### src/rtl/ringosc_freq_meter.sv
// Ring-oscillator frequency meter: clears and gates the ripple counter for a fixed
// window, then synchronizes and debounces its frozen value into a latched result.
module ringosc_freq_meter #(
    parameter int CNT_W         = 64,
    parameter int WIN_W         = 24,
    parameter int CLR_CYCLES    = 4,
    parameter int SETTLE_CYCLES = 8,
    parameter int MATCH_N       = 2,
    parameter int TIMEOUT       = 64
) (
    input  logic             clk,
    input  logic             rst,
    input  logic             start,
    input  logic             abort,
    input  logic [WIN_W-1:0] win_len,
    input  logic [CNT_W-1:0] cnt_in,
    input  logic [2:0]       byte_sel,
    output logic             cnt_reset,
    output logic             cnt_stop,
    output logic             busy,
    output logic             done,
    output logic             valid,
    output logic             err,
    output logic [CNT_W-1:0] result,
    output logic [7:0]       byte_out
);

    localparam int PH_MAX0 = (CLR_CYCLES > SETTLE_CYCLES) ? CLR_CYCLES : SETTLE_CYCLES;
    localparam int PH_MAX  = (PH_MAX0 > TIMEOUT) ? PH_MAX0 : TIMEOUT;
    localparam int PH_W    = $clog2(PH_MAX + 1);
    localparam int MATCH_W = $clog2(MATCH_N + 1);

    typedef enum logic [2:0] {IDLE, CLEAR, RUN, HOLD, SAMPLE} state_t;

    state_t             state;
    logic [CNT_W-1:0]   s1, s2, prev;
    logic [WIN_W-1:0]   wcnt;
    logic [PH_W-1:0]    ph;
    logic [MATCH_W-1:0] mcnt;
    logic               same;

    // Free-running two-flop synchronizer plus one-cycle history for the match test.
    always_ff @(posedge clk) begin
        s1   <= cnt_in;
        s2   <= s1;
        prev <= s2;
    end

    assign same = (s2 == prev);

    always_ff @(posedge clk) begin
        if (rst) begin
            state     <= IDLE;
            cnt_stop  <= 1'b1;
            cnt_reset <= 1'b0;
            busy      <= 1'b0;
            done      <= 1'b0;
            valid     <= 1'b0;
            err       <= 1'b0;
            result    <= '0;
            wcnt      <= '0;
            ph        <= '0;
            mcnt      <= '0;
        end else begin
            done <= 1'b0;
            if (abort && state != IDLE) begin
                state     <= IDLE;
                cnt_stop  <= 1'b1;
                cnt_reset <= 1'b0;
                busy      <= 1'b0;
                valid     <= 1'b0;
            end else begin
                case (state)
                    IDLE: begin
                        cnt_stop  <= 1'b1;
                        cnt_reset <= 1'b0;
                        if (start && !abort) begin
                            state     <= CLEAR;
                            busy      <= 1'b1;
                            cnt_reset <= 1'b1;
                            valid     <= 1'b0;
                            err       <= 1'b0;
                            ph        <= '0;
                            wcnt      <= (win_len == '0) ? WIN_W'(1) : win_len;
                        end
                    end
                    CLEAR: begin
                        if (ph == PH_W'(CLR_CYCLES - 1)) begin
                            state     <= RUN;
                            cnt_reset <= 1'b0;
                            cnt_stop  <= 1'b0;
                        end else begin
                            ph <= ph + 1'b1;
                        end
                    end
                    RUN: begin
                        if (wcnt == WIN_W'(1)) begin
                            state    <= HOLD;
                            cnt_stop <= 1'b1;
                            ph       <= '0;
                            mcnt     <= '0;
                        end else begin
                            wcnt <= wcnt - 1'b1;
                        end
                    end
                    HOLD: begin
                        if (ph == PH_W'(SETTLE_CYCLES - 1)) begin
                            state <= SAMPLE;
                            ph    <= '0;
                        end else begin
                            ph <= ph + 1'b1;
                        end
                    end
                    SAMPLE: begin
                        // ph counts SAMPLE cycles here and doubles as the timeout counter.
                        if (same && mcnt == MATCH_W'(MATCH_N - 1)) begin
                            state  <= IDLE;
                            result <= s2;
                            valid  <= 1'b1;
                            done   <= 1'b1;
                            busy   <= 1'b0;
                        end else if (ph == PH_W'(TIMEOUT - 1)) begin
                            state  <= IDLE;
                            result <= s2;
                            err    <= 1'b1;
                            done   <= 1'b1;
                            busy   <= 1'b0;
                        end else begin
                            ph   <= ph + 1'b1;
                            mcnt <= same ? mcnt + 1'b1 : '0;
                        end
                    end
                    default: state <= IDLE;
                endcase
            end
        end
    end

    always_ff @(posedge clk) begin
        if (rst) byte_out <= '0;
        else     byte_out <= result[8*byte_sel +: 8];
    end

endmodule
### config.mk
export PLATFORM = sky130hd
export DESIGN_NAME = ringosc_freq_meter
export DESIGN_NICKNAME = d
export VERILOG_FILES = /design/src/rtl/ringosc_freq_meter.sv
export SDC_FILE = /design/constraint.sdc
export NUM_CORES = 1
export LEC_CHECK = 0
export CELL_PAD_IN_SITES_DETAIL_PLACEMENT = 1
export CELL_PAD_IN_SITES_GLOBAL_PLACEMENT = 2
export CORE_MARGIN = 1
export CORE_UTILIZATION = 31
export DETAILED_ROUTE_END_ITERATION = 10
export PLACE_DENSITY_LB_ADDON = 0.1
export SYNTH_ARGS = -nofsm -noshare
export SYNTH_HDL_FRONTEND = slang
export SYNTH_SLANG_ARGS = --single-unit
### constraint.sdc
create_clock -name clk -period 2.4 [get_ports clk]
set_input_delay 0.36 -clock clk [delete_from_list [all_inputs] [get_ports clk]]
set_output_delay 0.36 -clock clk [all_outputs]
set_load 0.01 [all_outputs]
==> flow_metrics.env <==
export IMPL_grt_use_met3_pct=2.89
export IMPL_path_buf_inv=4
export IMPL_cts_sinks=306
export IMPL_final_area_mm2=0.0154
export IMPL_rsz0062_at_grt="true"
export IMPL_timing_fmax_mhz=399
export IMPL_synth_cells=957
export IMPL_synth_edff_count=0
export IMPL_p_switching_w=0.00270
export IMPL_synth_most_common_cell="dfxtp_1"
export IMPL_final_hold_viol_count=0
export IMPL_post_route_min_period_ns=2.50
export IMPL_netlist_area_leader_share_pct=56.9
export IMPL_path_class="reg2reg"
export IMPL_wl_per_cell_um=19.3
export IMPL_grt_pass1_wl_um=49100
export IMPL_gp_congestion=0.779
export IMPL_syn_area_per_cell_um2=11.3
export IMPL_synth_top_cell_by_area="dfxtp_1"
export IMPL_grt_overflow=0
export IMPL_setup_viol=70
export IMPL_required_ns=2.79
export IMPL_cts_tree="yes"
export IMPL_critPathTopFamily="simple AND/OR/NAND/NOR gates"
export IMPL_num_rows=67
export IMPL_hold_buffers=0
export IMPL_drt_first_pass_iters=4
export IMPL_holdPathStages=1
export IMPL_synthDistinctLibCells=64
export IMPL_comb_power_share_pct=7.1
export IMPL_antenna_left=0
export IMPL_arrival_ns=2.90
export IMPL_drive_above_1_share_pct=20.8
export IMPL_clk_pin_slew_ns=0.06
export IMPL_critical_path_max_stage_delay_ns=0.33
export IMPL_synth_flop_cell="dfxtp_1"
export IMPL_busiest_layer="met2"
export IMPL_rrSetupSlack_ns=-0.10
export IMPL_p_leak_nw=5.85
export IMPL_grt_util_all_layers_pct=18.0
export IMPL_core_area_mm2=0.0339
export IMPL_ys_seq_area_share_pct=56.9
export IMPL_final_util_pct=45.4
export IMPL_yosys_top_cells_count="dfxtp_1, o21a_1, nor3b_1"
export IMPL_vdd_drop_max_v=0.000521
export IMPL_antenna_cells=0
export IMPL_ctsHtreeMaxLevel=2
export IMPL_fin_ws_ns=-0.105
export IMPL_slew_violations=0
export IMPL_violations="negative setup slack"
export IMPL_synth_nets=1056
export IMPL_synth_seq_cells=306
export IMPL_finClkSkew_ns=0.0270
export IMPL_vias=8026
export IMPL_die_y_um=188
export IMPL_finalCritPeriodShare_pct=104
export IMPL_io_buffers=172
export IMPL_grt_max_degree=67
export IMPL_place_area_mm2=0.0137
export IMPL_start_kind="flop"
export IMPL_antenna_found_initial=0
export IMPL_async_flop_share_pct=0
export IMPL_crit_fanout=4
export IMPL_whs_endpoint="s1[28]"
export IMPL_reg2reg_to="result[59]"
export IMPL_power_density_mw_per_mm2=794
export IMPL_tightest_slew_ns=0.550
export IMPL_dpl_hpwl_um=22800
export IMPL_fin_nets=1313
export IMPL_start_util_pct=31.8
export IMPL_power_switching_share_pct=22.2
export IMPL_hold_start="cnt_in[28]"
export IMPL_r2r_cells=11
export IMPL_clk_latency_ns=0.52
export IMPL_path_cells="xor2_1 -> nor4_1 -> buf_4 -> nand4_1 -> nor4_4 -> buf_4 -> buf_12 -> a21oi_4 -> clkbuf_16 -> o21a_1 -> o21a_1"
export IMPL_status="finished, violations left"
export IMPL_clockBufferDepth=3
export IMPL_worst_path_max_delay_cell="dfxtp_2"
export IMPL_syn_to_final_growth_pct=42.7
export IMPL_detail_route_vias_per_cell=4.75
export IMPL_end_kind="flop"
export IMPL_first_global_vias=8221
export IMPL_maxSlewHeadroom_pct=63.2
export IMPL_die_area_mm2=0.0355
export IMPL_power_frac_seq_pct=44.4
export IMPL_yosysWarningCount=0
export IMPL_wl_um=32600
export IMPL_netlist_area_mm2=0.0108
export IMPL_hold_class="in2reg"
export IMPL_use_met2_pct=31.0
export IMPL_p_clk_share_pct=48.5
export IMPL_internal_power_w=0.00949
export IMPL_clock_root_buffer="clkbuf_16"
export IMPL_max_cap_viol_count=0
export IMPL_cts_made_buffers=36
export IMPL_holdWs_ns=0.276
export IMPL_fp_dieW_um=188
export IMPL_reg2reg_from="s2[21]"
export IMPL_drt_iter0_markers=415
export IMPL_synth_top_cells_by_area="dfxtp_1, o21a_1, xor2_1, nor3b_1, mux4_2"
export IMPL_post_place_ws_ns=-0.358
export IMPL_met1_usage_pct=23.3
export IMPL_drc=0
export IMPL_io_pins=173
==> placed cells by master, fill, tap and decap left out, drive strengths merged, types with 4 or more instances in the layout <==
master         netlist  final
a21oi               21     22
inv                 14     16
a211oi              14     14
a22oi                8      8
or3                  5      5
and2                 4      4
nand2b               5      5
dfxtp              306    306
o21a               130    130
buf                  9    103
mux4                16     16
o21ai               24     24
clkinv               0      6
xor2                64     64
nor2                62     62
nand2               30     30
nor3b               65     65
nand3               13     13
clkdlybuf4s50        0    172
nor3                15     15
nor4                27     27
a31oi                5      5
clkbuf              51     50
nand4                8      8
bufinv               0      7
mux2i               10     10
or4                  4      4
ha                   4      4
o22ai                7      7
==> how the worst max path moves through the flow <==
stage	start	to	slack, ns	depth (start not counted)
3_5_place_dp	s2[4]	result[28]	-0.36	9
5_1_grt	s2[21]	result[23]	-0.20	10
2_1_floorplan	wcnt[5]	wcnt[16]	0.03	9
3_3_place_gp	s2[4]	result[28]	-0.35	9
6_report	s2[21]	result[59]	-0.10	11
4_1_cts	s2[21]	result[51]	-0.08	9
==> flip-flops by register name, summed over array words and instances, names as in the netlist <==
name	flops
busy	1
byte_out	8
cnt_reset	1
cnt_stop	1
done	1
err	1
mcnt	2
ph	7
prev	64
result	64
s1	64
s2	64
state	3
valid	1
wcnt	24
==> metrics by stage <==
| step | instances | power, W | TNS, ns |
|---|---|---|---|
| 5_1_grt | 1688 | 0.0127 | -12.29 |
| 2_1_floorplan | 957 | 0.00590 | 0 |
| 6_report | 1688 | 0.0122 | -4.41 |
| 3_3_place_gp | 1613 | 0.00636 | -11.92 |
| 3_5_place_dp | 1613 | 0.00637 | -12.80 |
| 4_1_cts | 1679 | 0.0124 | -3.34 |
==> cells by family (layout without fill, tap and decap cells) <==
group           after synthesis  in the layout  synth area share (%)
flops                       306            306                  56.9
fa+ha+maj                     4              4                 0.465
compound gates              234            235                  16.6
xor+xnor                     66             66                  5.37
buf+inv                      74            356                  2.95
mux                          27             27                  4.38
simple gates                246            246                  13.3
==> power groups by stage <==
stage | combinational [W] | clock (W) | sequential [W]
global route | 0.000943 | 0.00630 | 0.00543
floorplan | 0.000417 | 0 | 0.00548
global placement | 0.000842 | 0 | 0.00552
finish | 0.000867 | 0.00592 | 0.00541
detailed placement | 0.000843 | 0 | 0.00552
CTS | 0.000868 | 0.00609 | 0.00541
==> timing repair <==
item | CTS | global route
pin swaps | 7 | 5
gates cloned | 1 | 5
setup buffers | 2 | 4
resized for setup | 15 | 34
setup endpoints to repair | 79 | 80
==> layer usage <==
layer  vias to the layer above  wire length [um]  share of wire, %
li1                       3938                 -                 -
met1                      3882             14800                45
met2                       164             15900                49
met3                        42              1290               4.0
met4                         0               539               1.7
met5                         -                 0                 0
==> final cells by class <==
| type | instances | area [um2] |
|---|---|---|
| clock inverter | 17 | 284 |
| sequential | 306 | 6130 |
| tap | 448 | 561 |
| clock buffer | 47 | 1010 |
| multi-input combinational | 578 | 4560 |
| fill | 3567 | 18500 |
| inverter | 14 | 52.6 |
| timing repair buffer | 278 | 2780 |
(Power assumes the default switching activity.)
